<file path="config.mk">
export PLATFORM = sky130hd
export DESIGN_NAME = fetch_seq_flat
export DESIGN_NICKNAME = d
export VERILOG_FILES = /design/src/rtl/cpu_pkg.sv /design/src/rtl/fetch_seq_if.sv /design/src/rtl/pc_reg.sv /design/src/rtl/fetch_seq.sv /design/src/flat_wrapper.sv
export SDC_FILE = /design/constraint.sdc
export NUM_CORES = 1
export LEC_CHECK = 0
export BUFFER_PORTS_ARGS = -buffer_cell sky130_fd_sc_hd__clkbuf_2
export CORE_UTILIZATION = 46
export CTS_CLUSTER_SIZE = 12
export DETAILED_ROUTE_END_ITERATION = 8
export HOLD_SLACK_MARGIN = 0.06
export PLACE_DENSITY_LB_ADDON = 0.15
export RECOVER_POWER = 50
export SYNTH_ARGS = -nofsm -noshare
export SYNTH_HDL_FRONTEND = slang
export SYNTH_SLANG_ARGS = --single-unit
</file>
<file path="constraint.sdc">
create_clock -name clk_i -period 1.9 [get_ports clk_i]
set_input_delay 0.38 -clock clk_i [delete_from_list [all_inputs] [get_ports clk_i]]
set_output_delay 0.38 -clock clk_i [all_outputs]
set_load 0.1 [all_outputs]
</file>
<file path="src/rtl/cpu_pkg.sv">
// Shared definitions for the 4-bit CPU: word widths, the reset PC, the HALT
// instruction encoding (also used by the decoder) and the fetch state enum.
package cpu_pkg;

  localparam int unsigned PcW  = 4;
  localparam int unsigned InsW = 9;

  localparam logic [PcW-1:0]  ResetPc = 4'd0;
  localparam logic [InsW-1:0] HaltIns = 9'b011000000;

  typedef enum logic [1:0] {
    StIdle,
    StFetch,
    StExec,
    StHalt
  } fetch_state_e;

  function automatic logic is_halt(input logic [InsW-1:0] ins);
    return ins == HaltIns;
  endfunction

endpackage

</file>
<file path="src/rtl/fetch_seq_if.sv">
// Bus between the fetch sequencer, ins_mem and the execute datapath.
//   start     : leave IDLE/HALT and begin fetching at the reset PC
//   pc        : address to ins_mem
//   mem_ins   : ins_mem output for pc (combinational)
//   ins       : latched instruction for the datapath
//   ins_valid : ins awaiting execution
//   exec_done : datapath finished ins
//   br_taken  : with exec_done, next pc is br_tgt
//   br_tgt    : branch target
//   halted    : sequencer stopped on the HALT instruction
//   step      : single-step enable (only when SINGLE_STEP_EN is defined)
// master = sequencer side, slave = memory/datapath side.
interface fetch_seq_if;
  import cpu_pkg::*;

  logic            start;
  logic [PcW-1:0]  pc;
  logic [InsW-1:0] mem_ins;
  logic [InsW-1:0] ins;
  logic            ins_valid;
  logic            exec_done;
  logic            br_taken;
  logic [PcW-1:0]  br_tgt;
  logic            halted;
`ifdef SINGLE_STEP_EN
  logic            step;

  modport master (
    input  start, mem_ins, exec_done, br_taken, br_tgt, step,
    output pc, ins, ins_valid, halted
  );
  modport slave (
    output start, mem_ins, exec_done, br_taken, br_tgt, step,
    input  pc, ins, ins_valid, halted
  );
`else
  modport master (
    input  start, mem_ins, exec_done, br_taken, br_tgt,
    output pc, ins, ins_valid, halted
  );
  modport slave (
    output start, mem_ins, exec_done, br_taken, br_tgt,
    input  pc, ins, ins_valid, halted
  );
`endif

endinterface

</file>
<file path="src/rtl/pc_reg.sv">
// Program counter register with asynchronous active-low reset.
//   clk_i      : clock
//   rst_ni     : async active-low reset, loads ResetVal
//   load_i     : load load_val_i (has priority over inc_i)
//   load_val_i : value to load (branch target or reset PC)
//   inc_i      : advance by one, wrapping modulo 2**PcW
//   pc_o       : current PC
module pc_reg
  import cpu_pkg::*;
#(
  parameter logic [PcW-1:0] ResetVal = ResetPc
) (
  input  logic           clk_i,
  input  logic           rst_ni,
  input  logic           load_i,
  input  logic [PcW-1:0] load_val_i,
  input  logic           inc_i,
  output logic [PcW-1:0] pc_o
);

  logic [PcW-1:0] pc_q, pc_d;

  always_comb begin
    pc_d = pc_q;
    if (load_i) begin
      pc_d = load_val_i;
    end else if (inc_i) begin
      pc_d = pc_q + PcW'(1);  // natural wrap 15 -> 0
    end
  end

  always_ff @(posedge clk_i or negedge rst_ni) begin
    if (!rst_ni) begin
      pc_q <= ResetVal;
    end else begin
      pc_q <= pc_d;
    end
  end

  assign pc_o = pc_q;

endmodule

</file>
<file path="src/rtl/fetch_seq.sv">
// Instruction-fetch sequencer. Owns the PC, latches the instruction word from
// ins_mem and hands it to the datapath with an ins_valid/exec_done handshake.
// Handles sequential advance, taken branches and halt.
//   clk_i  : clock, rising edge
//   rst_ni : async active-low reset
//   bus    : fetch_seq_if.master (start, pc, mem_ins, ins, ins_valid,
//            exec_done, br_taken, br_tgt, halted[, step])
// Optional feature: define SINGLE_STEP_EN to add bus.step; FETCH then only
// completes in a cycle with step=1, re-sampling mem_ins while it waits.
module fetch_seq
  import cpu_pkg::*;
(
  input  logic        clk_i,
  input  logic        rst_ni,
  fetch_seq_if.master bus
);

  fetch_state_e    state_q, state_d;
  logic [InsW-1:0] ins_q, ins_d;
  logic            ins_valid_q, ins_valid_d;
  logic            halted_q, halted_d;

  logic            pc_load;
  logic [PcW-1:0]  pc_load_val;
  logic            pc_inc;
  logic [PcW-1:0]  pc;
  logic            fetch_go;

`ifdef SINGLE_STEP_EN
  assign fetch_go = bus.step;
`else
  assign fetch_go = 1'b1;
`endif

  pc_reg #(
    .ResetVal (ResetPc)
  ) u_pc_reg (
    .clk_i      (clk_i),
    .rst_ni     (rst_ni),
    .load_i     (pc_load),
    .load_val_i (pc_load_val),
    .inc_i      (pc_inc),
    .pc_o       (pc)
  );

  always_comb begin
    state_d     = state_q;
    ins_d       = ins_q;
    ins_valid_d = ins_valid_q;
    halted_d    = halted_q;
    pc_load     = 1'b0;
    pc_load_val = ResetPc;
    pc_inc      = 1'b0;

    unique case (state_q)
      StIdle: begin
        // PC already sits at the reset value here.
        if (bus.start) begin
          state_d = StFetch;
        end
      end
      StFetch: begin
        ins_d = bus.mem_ins;
        if (fetch_go) begin
          if (is_halt(bus.mem_ins)) begin
            halted_d = 1'b1;
            state_d  = StHalt;
          end else begin
            ins_valid_d = 1'b1;
            state_d     = StExec;
          end
        end
      end
      StExec: begin
        if (bus.exec_done) begin
          ins_valid_d = 1'b0;
          if (bus.br_taken) begin
            pc_load     = 1'b1;
            pc_load_val = bus.br_tgt;
          end else begin
            pc_inc = 1'b1;
          end
          state_d = StFetch;
        end
      end
      StHalt: begin
        if (bus.start) begin
          pc_load     = 1'b1;
          pc_load_val = ResetPc;
          halted_d    = 1'b0;
          state_d     = StFetch;
        end
      end
      default: state_d = StIdle;
    endcase
  end

  always_ff @(posedge clk_i or negedge rst_ni) begin
    if (!rst_ni) begin
      state_q     <= StIdle;
      ins_q       <= '0;
      ins_valid_q <= 1'b0;
      halted_q    <= 1'b0;
    end else begin
      state_q     <= state_d;
      ins_q       <= ins_d;
      ins_valid_q <= ins_valid_d;
      halted_q    <= halted_d;
    end
  end

  assign bus.pc        = pc;
  assign bus.ins       = ins_q;
  assign bus.ins_valid = ins_valid_q;
  assign bus.halted    = halted_q;

endmodule

</file>
<file path="src/flat_wrapper.sv">
// flat-port wrapper written by rule: the top's interface ports become plain ports
module fetch_seq_flat import cpu_pkg::*;
  (clk_i, rst_ni, bus_start, bus_mem_ins, bus_exec_done, bus_br_taken, bus_br_tgt, bus_pc, bus_ins, bus_ins_valid, bus_halted);
  fetch_seq_if bus_i ();
  input  logic clk_i;
  input  logic rst_ni;
  input wire logic [$bits(bus_i.start)-1:0] bus_start;
  input wire logic [$bits(bus_i.mem_ins)-1:0] bus_mem_ins;
  input wire logic [$bits(bus_i.exec_done)-1:0] bus_exec_done;
  input wire logic [$bits(bus_i.br_taken)-1:0] bus_br_taken;
  input wire logic [$bits(bus_i.br_tgt)-1:0] bus_br_tgt;
  output wire logic [$bits(bus_i.pc)-1:0] bus_pc;
  output wire logic [$bits(bus_i.ins)-1:0] bus_ins;
  output wire logic [$bits(bus_i.ins_valid)-1:0] bus_ins_valid;
  output wire logic [$bits(bus_i.halted)-1:0] bus_halted;
  assign bus_i.start = bus_start;
  assign bus_i.mem_ins = bus_mem_ins;
  assign bus_i.exec_done = bus_exec_done;
  assign bus_i.br_taken = bus_br_taken;
  assign bus_i.br_tgt = bus_br_tgt;
  assign bus_pc = bus_i.pc;
  assign bus_ins = bus_i.ins;
  assign bus_ins_valid = bus_i.ins_valid;
  assign bus_halted = bus_i.halted;
  fetch_seq u_core (.clk_i(clk_i), .rst_ni(rst_ni), .bus(bus_i));
endmodule
</file>
* After elaboration in Yosys (flattened, before gate mapping)
Index checks and enable logic that the tools add are counted.
** Cells by class
- Add/subtract/negate cells :: 1
- Equality and inequality tests :: 9
- Muxes and demuxes :: 22
- Reductions and logical operators :: 8
** Operators by type and width (number)
- two-way mux 4 bit :: 5
- two-way mux 1 bit :: 11
- == test 9 x 8 -> 1 bit (second input constant) :: 1
- != test 2 bit (second input constant) :: 3
- case mux 1 bit (2 select lines) :: 3
- case mux 2 bit (3 select lines) :: 1
- AND reduction 3 bit :: 2
- nonzero test 2 bit :: 3
- adder 4 x 1 -> 4 bit (second input constant) :: 1
- == test 2 bit (second input constant) :: 2
- two-way mux 2 bit :: 2
- != test 2 x 1 -> 1 bit (second input constant) :: 2
- == test 2 x 1 -> 1 bit (second input constant) :: 1
- zero test 2 bit :: 1
- AND reduction 2 bit :: 1
- OR reduction 2 bit :: 1
** Word-level totals
- Register bits :: 17
- Input bits :: 18
- Output and inout bits :: 15
- Logic and storage cells :: 45

* Depth between registers and ports, before layout
Gate-level depths: netlist (run 1).
- Word-level depth :: 5
- Depth in mapped cells :: 5
- Mapped depth without buffers :: 5

* By module
From an unflattened synthesis (run 1), not the netlist that was laid out.
** Second synthesis, totals
- Cell total of the unflattened synthesis :: 74
- Area, all modules :: 860.8 sq um
** By module, submodules not included
- fetch_seq :: times used 1, cells an instance 56, area an instance 658.1 sq um, seq. area each 325.3 sq um
- pc_reg :: times used 1, cells an instance 18, area an instance 202.7 sq um, seq. area each 100.1 sq um

* Least setup slack after synthesis (run 1)
Ideal clock, no wire load.
- Path kind :: register to register
- Start :: reg u_core.u_pc_reg.pc_q[1] (netlist: u_core.u_pc_reg.pc_o[1])
- End :: reg u_core.u_pc_reg.pc_q[1] (netlist: u_core.u_pc_reg.pc_o[1])
- Setup time :: 145 ps
- Data arrival time :: 1592 ps
- Data required time :: 1755 ps
- Path slack :: 163 ps
- Cell stages (with the launch flop) :: 5
- Path buffers :: 0
- Clock period less this slack :: 1737 ps
- Cell sequence :: dfrtp_1 > ha_1 > a21boi_0 > mux2i_1 > o21ai_0
** On the way
- Cells in the longest elaborated chain, start to end :: 3
** Ends and longest elaborated chain
- start: declaration :: line pc_reg.sv:21 : logic [PcW-1:0] pc_q, pc_d;
- start signal: assignment :: line pc_reg.sv:34 : pc_q <= ResetVal;
- start signal: assignment :: line pc_reg.sv:36 : pc_q <= pc_d;
- adder 4 x 1 -> 4 bit :: line pc_reg.sv:28 : pc_d = pc_q + PcW'(1);
- two-way mux 4 bit :: line pc_reg.sv:27 : end else if (inc_i) begin
- two-way mux 4 bit :: line pc_reg.sv:25 : if (load_i) begin
No other way between the ends. The select of a mux whose other input is x is not followed.
A chain may end at the register's enable or synchronous reset.

* Worst setup path after layout (run 1)
- Start :: reg u_core.state_q[0]
- End :: reg u_core.u_pc_reg.pc_q[3] (netlist: u_core.u_pc_reg.pc_o[3])
** On the way
- Cells in the longest elaborated chain, start to end :: 3
- Elaborated cells between the ends (all ways) :: 7
- Classes of those cells :: 2 x eq/ne; 4 x mux; 1 x reduce/logical
** Ends and longest elaborated chain
- start: declaration :: line fetch_seq.sv:18 : fetch_state_e state_q, state_d;
- start signal: assignment :: line fetch_seq.sv:100 : state_q <= StIdle;
- start signal: assignment :: line fetch_seq.sv:105 : state_q <= state_d;
- == test 2 bit :: line fetch_seq.sv:55 : unique case (state_q)
- case mux 1 bit (2 select lines) (tied with other cells) :: line fetch_seq.sv:55
- two-way mux 4 bit / nonzero test 2 bit (equally long branches)
Parallel ways exist; a longest one is shown, timed or not.

==> Flow_metrics.wiki, run 1 <==
{| class="wikitable"
! Metric !! Value
|-
| Detailed-route via count || 693
|-
| Total congestion overflow || 0
|-
| Mean routed wirelength per cell || 12.7 µm
|-
| Die area || 2010 µm²
|-
| Number of endpoints failing setup at the final stage || 0
|-
| Die span in x || 44.9 µm
|-
| Post-synth EDFFs || 0
|-
| Critical-path top delay cell || sky130_fd_sc_hd__dfrtp_1
|-
| Flip-flop and latch count after synthesis || 17
|-
| Core area || 1730 µm²
|-
| Final routed DRC violation total || 0
|-
| Syn nets || 91
|-
| Number of DRC markers in iteration 0 || 10
|-
| Share of synthesized registers carrying an async set or reset || 100%
|-
| Delay of the slowest cell on the worst path || 0.39 ns
|-
| Setup repair after global routing missed its margin || false
|-
| Fill cell count || 163
|-
| CTS H-tree depth || 1
|-
| Synth top area cells || sky130_fd_sc_hd__dfrtp_1 50%, sky130_fd_sc_hd__mux2_2 12%, sky130_fd_sc_hd__ha_1 5.9%, sky130_fd_sc_hd__a311o_1 3.6%, sky130_fd_sc_hd__inv_1 3.6%
|-
| Synthesis warning total || 0
|-
| Period utilisation layout || 83.8%
|-
| Number of top-level design ports || 33
|-
| Setup slack at placement || 0.103 ns
|-
| Library cells used by synthesis || 27
|-
| Proportion of synthesized chip area in sequential cells || 50.3%
|-
| Category of the worst setup path capture point || flop
|-
| Resized cells post-CTS || 0
|-
| # rows || 15
|-
| Post-route core utilization || 62.4%
|-
| Final-layout worst hold slack || 0.324 ns
|-
| Crit Path Class || reg -> reg
|-
| Buffers and inverters on the worst path || 1
|-
| Fin worst setup slack || 0.307 ns
|-
| Routed Wire Length || 1660 µm
|-
| Port Buf Inserts || 32
|-
| Number of CTS-inserted buffers || 3
|-
| Total setup buffers inserted after CTS || 0
|-
| Endpoint arrival time on the critical path || 1.83 ns
|-
| Most instantiated library cell after synthesis || sky130_fd_sc_hd__dfrtp_1
|-
| CP Cell Sequence || inv_1 -> ha_1 -> a32oi_1 -> nor4b_1 -> a311o_1
|-
| Crit-path leading delay family || compound AO/OA/AOI/OAI gates
|-
| Predominant post-synthesis flop cell || sky130_fd_sc_hd__dfrtp_1
|-
| Estimated wirelength of the detail-placed design || 1330 µm
|-
| Yosys top cell by area || sky130_fd_sc_hd__dfrtp_1
|-
| Synthesis-to-finish area growth || 27.4%
|-
| Hold-fix buffer count after cts || 1
|-
| Actual slew at the worst max-slew pin || 0.864 ns
|-
| Setup Skew || 0.00869 ns
|-
| Crit-path max FO || 5
|-
| Clock-pin slew on the worst setup and hold paths || 0.10 ns
|-
| Max Freq || 0.628 GHz
|-
| Number of search-and-repair iterations in the first detailed-routing pass || 4
|-
| Clock tree from TritonCTS || done
|-
| Clock sink count || 17
|-
| Ant. Diodes || 0
|-
| Vias per inst || 5.29
|-
| Required time at the worst-slack endpoint || 2.14 ns
|-
| Vert. Die Dim || 44.9 µm
|-
| Normalized max-slew margin || 42.4%
|-
| Total Neg Setup Slack || 0 ns
|-
| Total standard cell area after synthesis || 846 µm²
|-
| Area share of the largest cell type after synthesis || 50.3%
|-
| CP startpoint kind || flop
|-
| Final Max Slew Viols || 0
|-
| Post-DRT Antenna Nets || 0
|-
| Number of failing hold endpoints at the final stage || 0
|-
| Outcome || completed
|-
| Nets || 129
|-
| CTS Root Cell || sky130_fd_sc_hd__clkbuf_4
|-
| Insertion delay of the later-clocked pin in the worst-skew pair || 0.29 ns
|-
| Number of global-route vias before repair || 628
|-
| Maximum number of buffers from clock root to sink || 2
|-
| Per-instance average area after synthesis || 12.3 µm²
|-
| Leading cell types by count after synthesis || 17 x sky130_fd_sc_hd__dfrtp_1, 9 x sky130_fd_sc_hd__mux2_2, 8 x sky130_fd_sc_hd__inv_1
|-
| Hold Path Class || in -> reg
|-
| Final weighted congestion in routability-driven placement || 0.685
|-
| Global-route total usage across every layer || 18.9%
|-
| Max-cap viol count || 0
|-
| First-pass GRT wire length || 2680 µm
|-
| Antenna violations before repair || 0
|-
| Layout cells sized above 1 || 45.3%
|-
| Pin count of the biggest net entering global routing || 18
|-
| Cell count after synthesis || 69
|-
| Post-layout min period || 1.59 ns
|-
| Starting density of the core || 49.0%
|}
## cells by family (layout without fill, tap and decap cells)
family	after synthesis	count (layout)	synth area share (%)
adders and majority gates	4	4	5.92
muxes	10	10	13.2
AOI/OAI and AO/OA	21	21	20.1
and+or+nand+nor	8	8	6.51
DFF	17	17	50.3
buffers and inverters	9	46	3.99
## path summary, 6_finish.rpt
check / cells past startpoint / to / slack, ns / startpoint
worst min-delay path: 2 / u_core.bus.ins[2] / 0.32 / bus_mem_ins[2]
worst min register to register: 1 / u_core.bus.ins[8] / 0.51 / u_core.bus.ins[8]
worst max-delay path: 5 / u_core.u_pc_reg.pc_o[3] / 0.31 / u_core.state_q[0]
worst max register to register: 5 / u_core.u_pc_reg.pc_o[3] / 0.31 / u_core.state_q[0]
max in group asynchronous: 2 / u_core.bus.ins[7] / 0.66 / rst_ni
min in group asynchronous: 2 / u_core.u_pc_reg.pc_o[3] / 0.70 / rst_ni
## metrics by stage
step           area (µm²)  instances
2_1_floorplan         846         69
3_3_place_gp         1040        126
3_5_place_dp         1040        126
4_1_cts              1080        131
5_1_grt              1080        131
6_report             1080        131
## cell type report
class	count	area, µm²	area share [%]
clock buffers	3	22.5	2.09
flip-flops and latches	17	425	39.5
multi-input cells	43	387	35.9
inverters	8	30.0	2.79
repair buffers	34	176	16.4
well taps	25	31.3	2.90
clock inverters	1	5.00	0.465
## registers in the layout (all words and copies together), names as in the netlist
register,count
u_core.u_pc_reg.pc_o,4
u_core.bus.ins_valid,1
u_core.bus.halted,1
u_core.bus.ins,9
u_core.state_q,2
## metal layers
layer / global-route usage (%) / wire length (µm) / up-vias
li1: - / - / 341
met1: 22.6 / 715 / 324
met2: 32.6 / 838 / 23
met3: 3.60 / 79 / 5
met4: 9.09 / 26 / 0
met5: 0 / 0 / -
## layout by cell type, fill, tap and decap left out, types with 2 or more instances in the layout
cell type	instances
sky130_fd_sc_hd__clkbuf_4	3
sky130_fd_sc_hd__a21oi_1	2
sky130_fd_sc_hd__a311o_1	3
sky130_fd_sc_hd__mux2_2	9
sky130_fd_sc_hd__a21boi_0	3
sky130_fd_sc_hd__ha_1	4
sky130_fd_sc_hd__o311a_1	2
sky130_fd_sc_hd__o22ai_1	2
sky130_fd_sc_hd__clkbuf_2	31
sky130_fd_sc_hd__inv_1	8
sky130_fd_sc_hd__dfrtp_1	17
sky130_fd_sc_hd__a32oi_1	2
Power of run 1 is not shown: default switching activity piles up to over one toggle a cycle in this logic, so the estimate is an artifact.
==> run 2, diff against run 1 <==
==> constraint.sdc (replaced) <==
create_clock -name clk_i -period 1.5 [get_ports clk_i]
set_input_delay 0.3 -clock clk_i [delete_from_list [all_inputs] [get_ports clk_i]]
set_output_delay 0.3 -clock clk_i [all_outputs]
set_load 0.1 [all_outputs]
==> Flow_metrics.wiki, run 2 (synthesized netlist as in run 1, its figures left out) <==
{| class="wikitable"
! Metric !! Value
|-
| Outcome || completed
|-
| Total Neg Setup Slack || 0 ns
|-
| Nets || 133
|-
| Number of endpoints failing setup at the final stage || 0
|-
| Crit-path leading delay family || buffers and inverters
|-
| Post-route core utilization || 66.9%
|-
| Hold Path Class || in -> reg
|-
| Starting density of the core || 49.0%
|-
| Setup Skew || 0.00111 ns
|-
| Post-DRT Antenna Nets || 0
|-
| Placed standard-cell area || 1100 µm²
|-
| Die span in x || 44.9 µm
|-
| CTS Root Cell || sky130_fd_sc_hd__clkbuf_4
|-
| Post-layout instance area || 1150 µm²
|-
| Routed Wire Length || 1800 µm
|-
| Clock-pin slew on the worst setup and hold paths || 0.10 ns
|-
| Crit-path max FO || 2
|-
| Clock tree from TritonCTS || done
|-
| Crit Path Class || reg -> out
|-
| Max-cap viol count || 0
|-
| Max Freq || 0.702 GHz
|-
| Vias per inst || 5.41
|-
| CTS H-tree depth || 1
|-
| Required time at the worst-slack endpoint || 1.20 ns
|-
| # rows || 15
|-
| Clock sink count || 17
|-
| Total congestion overflow || 0
|-
| Most common library cell in the layout ignoring fill and taps || sky130_fd_sc_hd__clkbuf_2
|-
| Pin count of the biggest net entering global routing || 18
|-
| Die area || 2010 µm²
|-
| Setup repair after global routing missed its margin || false
|-
| Final weighted congestion in routability-driven placement || 0.770
|-
| Normalized max-slew margin || 64.1%
|-
| Ant. Diodes || 0
|-
| Number of global-route vias before repair || 660
|-
| Mean routed wirelength per cell || 13.3 µm
|-
| Number of top-level design ports || 33
|-
| Port Buf Inserts || 32
|-
| Final Max Slew Viols || 0
|-
| Estimated wirelength of the detail-placed design || 1390 µm
|-
| Number of search-and-repair iterations in the first detailed-routing pass || 6
|-
| Detailed-route via count || 731
|-
| Number of DRC markers in iteration 0 || 11
|-
| Total setup buffers inserted after CTS || 0
|-
| First-pass GRT wire length || 2900 µm
|-
| Number of failing hold endpoints at the final stage || 0
|-
| Antenna violations before repair || 0
|-
| CP startpoint kind || flop
|-
| Buffers and inverters on the worst path || 1
|-
| Insertion delay of the later-clocked pin in the worst-skew pair || 0.30 ns
|-
| Category of the worst setup path capture point || primary output
|-
| Critical-path top delay cell || sky130_fd_sc_hd__clkbuf_2
|-
| Endpoint arrival time on the critical path || 1.12 ns
|-
| Final routed DRC violation total || 0
|-
| Vert. Die Dim || 44.9 µm
|-
| Max FFs per register || 9
|-
| Final-layout worst hold slack || 0.242 ns
|-
| Layout cells sized above 1 || 57.3%
|-
| Post-layout min period || 1.42 ns
|-
| Maximum number of buffers from clock root to sink || 2
|-
| Core area || 1730 µm²
|-
| Global-route total usage across every layer || 20.7%
|-
| Period utilisation layout || 95.0%
|-
| Delay of the slowest cell on the worst path || 0.46 ns
|-
| Actual slew at the worst max-slew pin || 0.541 ns
|-
| Number of CTS-inserted buffers || 3
|-
| Top library cells by usage in the layout, fill and taps aside || 26 x sky130_fd_sc_hd__clkbuf_2, 13 x sky130_fd_sc_hd__dfrtp_1, 9 x sky130_fd_sc_hd__mux2_2, 8 x sky130_fd_sc_hd__clkbuf_4, 7 x sky130_fd_sc_hd__inv_1
|-
| CP Cell Sequence || clkbuf_2
|-
| Synthesis-to-finish area growth || 36.5%
|}
==> run 2: changes by cell type in the layout (fill, tap and decap cells not counted), moves of 2 or more <==
cell                       before  now
sky130_fd_sc_hd__dfrtp_1       17   13
sky130_fd_sc_hd__buf_4          1    5
sky130_fd_sc_hd__dfrtp_2        0    4
sky130_fd_sc_hd__clkbuf_4       3    8
sky130_fd_sc_hd__clkbuf_2      31   26
sky130_fd_sc_hd__ha_1           4    2
==> run 2: cell type report <==
type                    instances  area, µm²
clock buffers                   3       22.5
clock inverters                 1       5.00
fillers                       157        572
inverters                       8       30.0
multi-input cells              43        415
flip-flops and latches         17        430
well taps                      25       31.3
repair buffers                 38        220
==> run 2: worst paths after layout <==
kind	slack, ns	depth (start not counted)	to	startpoint
min in group asynchronous	0.46	2	u_core.state_q[1]	rst_ni
worst min register to register	0.51	1	u_core.bus.ins[1]	u_core.bus.ins[1]
worst min-delay path	0.24	2	u_core.bus.ins[8]	bus_mem_ins[8]
worst max-delay path	0.08	1	bus_ins[0]	u_core.bus.ins[0]
max in group asynchronous	0.70	2	u_core.u_pc_reg.pc_o[3]	rst_ni
worst max register to register	0.08	5	u_core.u_pc_reg.pc_o[3]	u_core.state_q[0]
==> run 2: timing repair <==
| item | 4_1_cts | 5_1_grt |
|---|---|---|
| hold buffers | 1 | 0 |
| endpoints found under the setup margin | 0 | 4 |
| hold endpoints to repair | 17 | 0 |
| gates resized for setup | 0 | 6 |
==> run 2: layer usage <==
layer / routed length (µm) / share of wire, % / GRT usage, % / vias up
met2: 908 / 51 / 33.8 / 24
met4: 24 / 1.3 / 10.9 / 0
met1: 766 / 43 / 24.7 / 353
met3: 97 / 5.4 / 6.00 / 4
li1: - / - / - / 350
met5: 0 / 0 / 0 / -
==> run 2: per-stage QoR <==
stage          std cells  setup slack [ns]
6_report             135            0.0755
5_1_grt              135            0.0130
4_1_cts              135            0.0106
3_5_place_dp         130            -0.110
3_3_place_gp         130            -0.104
2_1_floorplan         69           0.00966
Power of run 2 is left out for the same reason.
